`src/rtl/swap_pair_pipe.sv`:
```
// ---------------------------------------------------------------------------
// swap_pair_pipe
//   Two-stage valid/ready pipeline that takes an operand pair (a, b) and
//   delivers it unchanged, exchanged, or compare-exchanged into order.
//   Both result operands are written from one registered snapshot on the
//   same edge, so a result never carries the same operand twice.
//
//   Ports
//     clk, rst_n          : rising-edge clock, async active-low reset
//     in_valid/in_ready   : upstream handshake
//     in_a, in_b          : operand pair
//     in_mode             : 00 pass, 01 swap, 10 compare-swap, 11 pass
//     out_valid/out_ready : downstream handshake
//     out_x, out_y        : result pair
//     out_swapped         : result is exchanged relative to (in_a, in_b)
//     cnt_clr             : synchronous clear of swap_cnt
//     swap_cnt            : saturating count of delivered swapped results
// ---------------------------------------------------------------------------
module swap_pair_pipe #(
  parameter int unsigned WIDTH   = 32,
  parameter bit          SIGNED  = 1'b0,
  parameter bit          DESCEND = 1'b0,
  parameter int unsigned CNT_W   = 16
) (
  input  logic             clk,
  input  logic             rst_n,
  input  logic             in_valid,
  output logic             in_ready,
  input  logic [WIDTH-1:0] in_a,
  input  logic [WIDTH-1:0] in_b,
  input  logic [1:0]       in_mode,
  output logic             out_valid,
  input  logic             out_ready,
  output logic [WIDTH-1:0] out_x,
  output logic [WIDTH-1:0] out_y,
  output logic             out_swapped,
  input  logic             cnt_clr,
  output logic [CNT_W-1:0] swap_cnt
);

  localparam logic [1:0] MODE_SWAP = 2'b01;
  localparam logic [1:0] MODE_CMP  = 2'b10;

  // stage 1 snapshot
  logic             r_s1_valid;
  logic [WIDTH-1:0] r_s1_a;
  logic [WIDTH-1:0] r_s1_b;
  logic [1:0]       r_s1_mode;
  logic             r_s1_gt;
  logic             r_s1_lt;

  // stage 2 / output registers
  logic             r_s2_valid;
  logic [WIDTH-1:0] r_x;
  logic [WIDTH-1:0] r_y;
  logic             r_sw;
  logic [CNT_W-1:0] r_cnt;

  logic             w_s1_adv;
  logic             w_s2_adv;
  logic             w_gt;
  logic             w_lt;
  logic             w_cmp;
  logic             w_swap;
  logic             w_out_xfer;
  logic             w_cnt_sat;

  // Flow control: a stage may take new data when it is empty or when the
  // stage after it is moving.  in_ready therefore sees out_ready
  // combinationally, which lets a full pipe stream one pair per cycle.
  assign w_s2_adv = !r_s2_valid || out_ready;
  assign w_s1_adv = !r_s1_valid || w_s2_adv;
  assign in_ready = w_s1_adv;

  // Both orderings are resolved in stage 1 so stage 2 only muxes.
  // With a == b both flags are 0, so compare mode never swaps equal values.
  assign w_gt = SIGNED ? ($signed(in_a) > $signed(in_b)) : (in_a > in_b);
  assign w_lt = SIGNED ? ($signed(in_b) > $signed(in_a)) : (in_b > in_a);

  // DESCEND wants the larger value on out_x, i.e. swap when b > a.
  assign w_cmp  = DESCEND ? r_s1_lt : r_s1_gt;
  assign w_swap = (r_s1_mode == MODE_SWAP) || ((r_s1_mode == MODE_CMP) && w_cmp);

  always_ff @(posedge clk or negedge rst_n) begin
    if (!rst_n) begin
      r_s1_valid <= 1'b0;
      r_s1_a     <= '0;
      r_s1_b     <= '0;
      r_s1_mode  <= '0;
      r_s1_gt    <= 1'b0;
      r_s1_lt    <= 1'b0;
    end else if (w_s1_adv) begin
      r_s1_valid <= in_valid;
      if (in_valid) begin
        r_s1_a    <= in_a;
        r_s1_b    <= in_b;
        r_s1_mode <= in_mode;
        r_s1_gt   <= w_gt;
        r_s1_lt   <= w_lt;
      end
    end
  end

  // Result registers only change on advance, so data holds while stalled.
  always_ff @(posedge clk or negedge rst_n) begin
    if (!rst_n) begin
      r_s2_valid <= 1'b0;
      r_x        <= '0;
      r_y        <= '0;
      r_sw       <= 1'b0;
    end else if (w_s2_adv) begin
      r_s2_valid <= r_s1_valid;
      if (r_s1_valid) begin
        r_x  <= w_swap ? r_s1_b : r_s1_a;
        r_y  <= w_swap ? r_s1_a : r_s1_b;
        r_sw <= w_swap;
      end
    end
  end

  assign w_out_xfer = r_s2_valid && out_ready;
  assign w_cnt_sat  = &r_cnt;

  // Clear wins over a same-cycle increment.
  always_ff @(posedge clk or negedge rst_n) begin
    if (!rst_n) begin
      r_cnt <= '0;
    end else if (cnt_clr) begin
      r_cnt <= '0;
    end else if (w_out_xfer && r_sw && !w_cnt_sat) begin
      r_cnt <= r_cnt + CNT_W'(1);
    end
  end

  assign out_valid   = r_s2_valid;
  assign out_x       = r_x;
  assign out_y       = r_y;
  assign out_swapped = r_sw;
  assign swap_cnt    = r_cnt;

endmodule

```
`config.mk`:
```
export PLATFORM = sky130hd
export DESIGN_NAME = swap_pair_pipe
export DESIGN_NICKNAME = d
export VERILOG_FILES = /design/src/rtl/swap_pair_pipe.sv
export SDC_FILE = /design/constraint.sdc
export NUM_CORES = 1
export LEC_CHECK = 0
export ABC_AREA = 1
export CAP_MARGIN = 0
export CORE_MARGIN = 2
export CORE_UTILIZATION = 45
export CTS_CLUSTER_SIZE = 20
export DETAILED_ROUTE_END_ITERATION = 8
export PLACE_DENSITY = 0.75
export SYNTH_ARGS = -nofsm -noshare
export SYNTH_HDL_FRONTEND = slang
export SYNTH_SLANG_ARGS = --single-unit
```
`constraint.sdc`:
```
create_clock -name clk -period 1.9 [get_ports clk]
set_clock_uncertainty 0.05 [all_clocks]
set_input_delay 0.285 -clock clk [delete_from_list [all_inputs] [get_ports clk]]
set_output_delay 0.285 -clock clk [all_outputs]
set_load 0.005 [all_outputs]
```
# Word-level counts from Yosys, hierarchy flattened
# Index checks and enable logic that the tools add are counted.
[op_classes]
n_mul = 0
reduce_logical = 14
n_shift = 0
magnitude_cmp = 1
bitwise_logic = 0
add_sub_neg = 1
muxes = 4
n_eq_ne = 2
div = 0
[op_table]
columns = ["operator", "n"]
rows = [
  ["two-way mux 32 bit", 2],
  ["greater-than comparator 32 bit", 1],
  ["two-way mux 16 bit", 2],
  ["adder 16 x 1 -> 16 bit (second input constant)", 1],
  ["AND reduction 16 bit", 1],
  ["logical AND 1 bit", 4],
  ["AND reduction 2 bit", 2],
  ["zero test 1 bit", 3],
  ["logical OR 1 bit", 3],
  ["equality test 2 x 1 -> 1 bit (second input constant)", 1],
  ["equality test 2 bit (second input constant)", 1],
  ["nonzero test 2 bit", 1],
]
[totals]
n_memories = 0
output_inout_bits = 83
latchBits = 0
ram_bits = 0
elab_cells = 32
input_bits = 71
regBits = 150
rom_bits = 0

# Logic depth before layout (Yosys ltp)
# Gate-level depths: netlist of the first run.
[depth]
word_depth = 5
mapped_depth = 15

# Worst setup path before layout of the first run
# No wires, ideal clock.
[synth_path]
path_kind = "register -> register"
from = "register r_cnt[0], in the netlist swap_cnt[0]"
to = "register r_cnt[0], in the netlist swap_cnt[0]"
setup_slack_ns = 0.282
n_path_buf = 1
stages_incl_launch_ff = 10
t_arrival_ns = 1.439
synth_period_minus_slack_ns = 1.618
t_required_ns = 1.722
setup_time_ns = 0.128
cell_sequence = "dfrtp_1 -> ha_1 -> nand3_2 -> nor3_2 -> nand3_2 -> nand2_4 -> inv_4 -> buf_6 -> o21ai_2 -> a21oi_2"
[synth_via]
elab_chain_cells = 4
elab_cells_between_ends = 7
classes_between = "1 x add/sub; 2 x mux; 4 x reduce/logical"
[synth_rtl]
columns = ["item", "line_no", "source"]
rows = [
  ["from (decl)", "57", "logic [CNT_W-1:0] r_cnt;"],
  ["from (signal assigned)", "131", "r_cnt <= r_cnt + CNT_W'(1);"],
  ["branches (longest 4 deep; another with adder 16 x 1 -> 16 bit)", "--", ""],
]
# Parallel ways; which one is timed is not known. The select of a mux whose other input is x is not followed.
# A chain may end at the register's enable or synchronous reset.

# Worst setup path after layout of the first run
[layout_path]
from = "register r_s2_valid, in the netlist out_valid"
to = "output port in_ready"
[layout_via]
elab_chain_cells = 3
[layout_rtl]
columns = ["item", "line_no", "source"]
rows = [
  ["from (decl)", "53", "logic r_s2_valid;"],
  ["from (signal assigned)", "112", "r_s2_valid <= r_s1_valid;"],
  ["zero test 1 bit", "71", "assign w_s2_adv = !r_s2_valid || out_ready;"],
  ["logical OR 1 bit", "71", ""],
  ["logical OR 1 bit", "72", "assign w_s1_adv = !r_s1_valid || w_s2_adv;"],
  ["to (decl)", "28", "output logic in_ready,"],
]
# Every way passes these cells.

==> results.tsv, run 1 <==
metric	value	unit
rows	46	
hpwl	13.2	mm
ios	154	
syn_to_final_growth	34.5	%
hold_violations	0	
initialDrtViolationCount	393	
tightest_slew	528	ps
setup_slack	112	ps
critPathRequiredTime	1560	ps
outcome	finished clean	
fin_crit_sh	0.941	
clkTransAtPathRegs	60	ps
cts.sink_count	150	
core	15900	sq um
tritoncts	built	
endpoint_kind	output port	
rsz0062_at_grt	no	
power_density	1100	nW/um^2
maxSlewViolCount	0	
fin_tns_setup	0	ps
synthTopCellsByCount	nand2_1, dfrtp_1, o21ai_0, inv_1, nor2_1	
die_y	131	um
start_util	0.460	
path_class	register to output port	
synthDominantCellAreaShare	0.514	
first_pass_iters	5	
hp-class	input pin to async pin	
avgRoutedWirePerCell	14.7	um
cp_max_fo	4	
fin_nets	1151	
synthesis.nets	990	
arrival	1450	ps
clock.fmax	0.559	GHz
dp_slack	-120	ps
htreeDepth	4	
syn_avg_cell_area	8.24	sq um
synth_edf_count	0	
dr_total_vias	6532	
antenna_found_initial	0	
cts_resized	0	
synth_warnings	0	
synth_top_flop_cell	dfrtp_1	
io_buffers	153	
ys_seq_area_frac	0.514	
yosysTopAreaCell	dfrtp_1	
vias_per_cell	5.13	
worstSkewPairLatency	420	ps
synth_area	7300	sq um
finalCriticalPeriod	1790	ps
wirelength	18.7	mm
maxSlewHeadroom	0.648	
critPathLaunchType	register	
grt_pass1_vias	6390	
place.gp.congestion	0.865	
cts_hold_buf	1	
post_route_cells_drive_above_1_share	0.0747	
fin_util	0.618	
synthCells	886	
cts_made_buffers	17	
globalRouteTotalUtil	0.225	
grt_first_pass_wirelength	31.3	mm
synth_cell_type_count	31	
power_leakage	4.69	nW
max_cap_violations	0	
yosys.cell_count.top_type	nand2_1	
die-area	17300	sq um
overflow	0	
grt_max_degree	54	
setup_viol	0	
cts_setup_buffers	0	
synth_area_leaders	dfrtp_1, nand2_1, o21ai_0	
fp.dieW	131	um
ys_seq_elements	150	
cts-root-buf	clkbuf_16	
route.detailed.drc	0	
ctsLongestPathBuffers	2	
postSynth.asyncResetShare	1.00	
diodes	0	
ir_drop	668	uV
antenna_left	0	
[kinds of logic after synthesis]
kind of cell,share of synthesized area
buffers and inverters,0.0728
multiplexers,0.00308
AO/OA/AOI/OAI,0.157
adder cells (fa/ha/maj),0.0565
flip-flops,0.514
XOR/XNOR,0.00480
AND/OR/NAND/NOR,0.192
[area by class of cell]
type,count,area (sq um)
clock buffer,26,499
clock inverter,4,45.0
fill,1399,6060
inverter,92,348
multi-input combinational,602,3040
sequential,150,3750
tap,216,270
timing repair buffer,184,1870
[layout by cell type (no fill, tap or decap), types with 5 or more instances in the layout]
| master | synthesis | final |
|---|---|---|
| clkbuf_1 | 28 | 5 |
| nor2_1 | 88 | 88 |
| nand2_4 | 2 | 5 |
| nor3_1 | 5 | 5 |
| buf_12 | 0 | 8 |
| clkdlybuf4s50_1 | 0 | 152 |
| dfrtp_1 | 150 | 150 |
| nand3_1 | 11 | 11 |
| nand4_1 | 9 | 9 |
| inv_1 | 89 | 89 |
| nand2_1 | 209 | 207 |
| buf_4 | 1 | 22 |
| o21ai_0 | 115 | 115 |
| ha_1 | 33 | 33 |
| clkbuf_16 | 0 | 17 |
| o21ai_1 | 26 | 26 |
| a21oi_1 | 80 | 80 |
[report_power, final]
part | switching, mW | total [mW] | internal (mW) | leakage (nW)
clock network | 1.24 | 3.16 | 1.92 | 0.270
logic | 1.47 | 3.16 | 1.68 | 2.61
registers | 0.509 | 4.47 | 3.97 | 1.81
total | 3.22 | 10.8 | 7.57 | 4.69
[flip-flops by register name (all words and copies together), names as in the netlist]
signal and flops:
out_x 32, out_y 32, r_s1_a 32, r_s1_b 32, swap_cnt 16, r_s1_mode 2
out_swapped 1, out_valid 1, r_s1_gt 1, r_s1_valid 1
[routing by layer]
| layer | vias up | GRT usage | routed length (um) |
|---|---|---|---|
| li1 | 3196 | - | - |
| met1 | 3074 | 0.300 | 8230 |
| met2 | 235 | 0.363 | 8890 |
| met3 | 27 | 0.0517 | 1180 |
| met4 | 0 | 0.0791 | 390 |
| met5 | - | 0 | 0 |
[final timing paths]
check	slack [ps]	from	end	cells after the start
setup / recovery	110	out_valid	in_ready	2
setup reg to reg	230	r_s1_mode[0]	out_y[11]	7
min in group clk	400	in_b[8]	r_s1_b[8]	3
hold / removal	340	rst_n	out_y[3]	2
hold reg to reg	430	out_x[7]	out_x[7]	2
max in group asynchronous	840	rst_n	r_s1_mode[0]	3
[through the flow]
step / hold slack (ps) / area, sq um / total power, mW / std cells
final: 342 / 9820 / 10.8 / 1274
after global placement: 231 / 9270 / 7.61 / 1243
after detailed placement: 233 / 9270 / 7.68 / 1243
after CTS: 367 / 9820 / 10.9 / 1274
after floorplan: -60.6 / 7300 / 5.72 / 886
after global routing: 410 / 9820 / 11.4 / 1274
[worst max-delay path, cell delays in order, from the launching register on]
cell	delay, ps
dfrtp_1	410
nand3_1	120
clkdlybuf4s50_1	510
Power figures use the tool's default switching activity.
==> run 2: changes to the inputs <==
- PLACE_DENSITY: 0.75 -> 0.72
==> run 2 against run 1 <==
  * Maximum frequency is 1.6% lower
  * Clock-buffer cell count is 3 lower
  * Clock power is 11% higher
  * Total power is 3.0% higher
  * Critical path type unchanged
==> results.tsv, run 2 (synthesis gave the netlist of run 1 again) <==
metric	value	unit	change
initialDrtViolationCount	365		was 393
rsz0062_at_grt	no		unchanged
cp_max_fo	4		unchanged
ctsLongestPathBuffers	2		unchanged
wirelength	18.5	mm	was 18.7 mm
die-area	17300	sq um	unchanged
fin_crit_sh	0.956		was 0.941
grt_max_degree	48		was 54
cts_setup_buffers	0		unchanged
power_leakage	4.73	nW	was 4.69 nW
rows	46		unchanged
arrival	1480	ps	was 1450 ps
critPathRequiredTime	1560	ps	about the same
nFillCells	1406		was 1399
diodes	0		unchanged
critPathLaunch	out_valid		unchanged
htreeDepth	4		unchanged
first_pass_iters	4		was 5
holdWs	270	ps	was 342 ps
hp-class	input pin to async pin		unchanged
post_route_cells_drive_above_1_share	0.0820		was 0.0747
place_inst	1245		was 1243
clock.fmax	0.551	GHz	was 0.559 GHz
vias_per_cell	5.02		was 5.13
route.detailed.drc	0		unchanged
maxSlewHeadroom	0.559		was 0.648
dr_total_vias	6410		was 6532
grt_first_pass_wirelength	30.9	mm	was 31.3 mm
endpoint_kind	output port		unchanged
ir_drop	725	uV	was 668 uV
max_cap_violations	0		unchanged
place.gp.congestion	0.865		about the same
antenna_found_initial	0		unchanged
tritoncts	built		unchanged
finalPower	11.1	mW	was 10.8 mW
setup_viol	0		unchanged
worstSkewPairLatency	420	ps	about the same
antenna_left	0		unchanged
globalRouteTotalUtil	0.222		was 0.225
critPathLaunchType	register		unchanged
grt_pass1_vias	6305		was 6390
fin_nets	1153		was 1151
syn_to_final_growth	35.6	%	was 34.5%
hold_violations	0		unchanged
instances_no_fill	1277		was 1274
cts_made_buffers	17		unchanged
core	15900	sq um	unchanged
maxSlewViolCount	0		unchanged
start_util	0.460		unchanged
finalCriticalPeriod	1820	ps	was 1790 ps
cts.sink_count	150		unchanged
ios	154		unchanged
clkTransAtPathRegs	60	ps	about the same
fin_util	0.623		was 0.618
power_density	1120	nW/um^2	was 1100 nW/um^2
cts-root-buf	clkbuf_16		unchanged
final_common_cell	nand2_1		unchanged
io_buffers	153		unchanged
multi_input_area	3040	sq um	about the same
hpwl	13.0	mm	was 13.2 mm
path_class	register to output port		unchanged
final_cell_mix	nand2_1, clkdlybuf4s50_1, dfrtp_1		unchanged
avgRoutedWirePerCell	14.5	um	was 14.7 um
rr_startpoint	swap_cnt[1]		was r_s1_mode[0]
regArea	3750	sq um	unchanged
die_y	131	um	unchanged
overflow	0		unchanged
fin_tns_setup	0	ps	unchanged
fp.dieW	131	um	unchanged
outcome	finished clean		unchanged
tightest_slew	661	ps	was 528 ps
run 2: worst paths after layout:
| path | to | slack [ps] | cells past startpoint |
|---|---|---|---|
| hold reg to reg | out_x[29] | 430 | 2 |
| setup reg to reg | swap_cnt[3] | 240 | 9 |
| min in group clk | r_s1_b[15] | 390 | 3 |
| setup / recovery | in_ready | 80 | 2 |
| max in group asynchronous | out_x[29] | 1000 | 3 |
| hold / removal | out_x[30] | 270 | 2 |
run 2: cell type report:
cell class | count | area share
timing repair buffer | 186 | 0.189
sequential | 150 | 0.379
multi-input combinational | 602 | 0.307
clock buffer | 23 | 0.0503
tap | 216 | 0.0273
clock inverter | 8 | 0.0121
inverter | 92 | 0.0351
run 2: stage by stage:
stage,worst slack [ps],cell area (sq um)
after detailed placement,-132,9270
after global placement,-143,9270
after floorplan,282,7300
after global routing,27.3,9900
after CTS,20.2,9900
final,83.8,9900
run 2: worst max-delay path, stage by stage, from the launching register on:
cell             delay (ps)
dfrtp_1                 430
nand3_2                 130
clkdlybuf4s50_1         500
run 2: per-layer routing:
metal  routed length [um]  vias up  global-route usage  share of wire
met1                 8390     3034               0.290           0.45
met5                    0        -                   0              0
met3                  851       21              0.0459          0.046
met2                 9000      161               0.370           0.49
li1                     -     3194                   -              -
met4                  249        0              0.0719          0.013
run 2: timing repair:
action	in CTS	in global routing
setup endpoints to repair	0	1
hold buffers	1	0
endpoints found under the hold margin	28	0
resized for setup	0	1
run 2: power by group:
group / internal [mW] / total, mW / switching [mW]
logic: 1.67 / 3.13 / 1.46
clock network: 2.23 / 3.51 / 1.28
registers: 3.96 / 4.47 / 0.505
==> run 3: changes to the inputs <==
- CAP_MARGIN: 0 -> unset
- GPL_ROUTABILITY_DRIVEN: unset -> 0
==> results of run 3 <==
Final layout, timing and power as in run 2 (identical DEF).
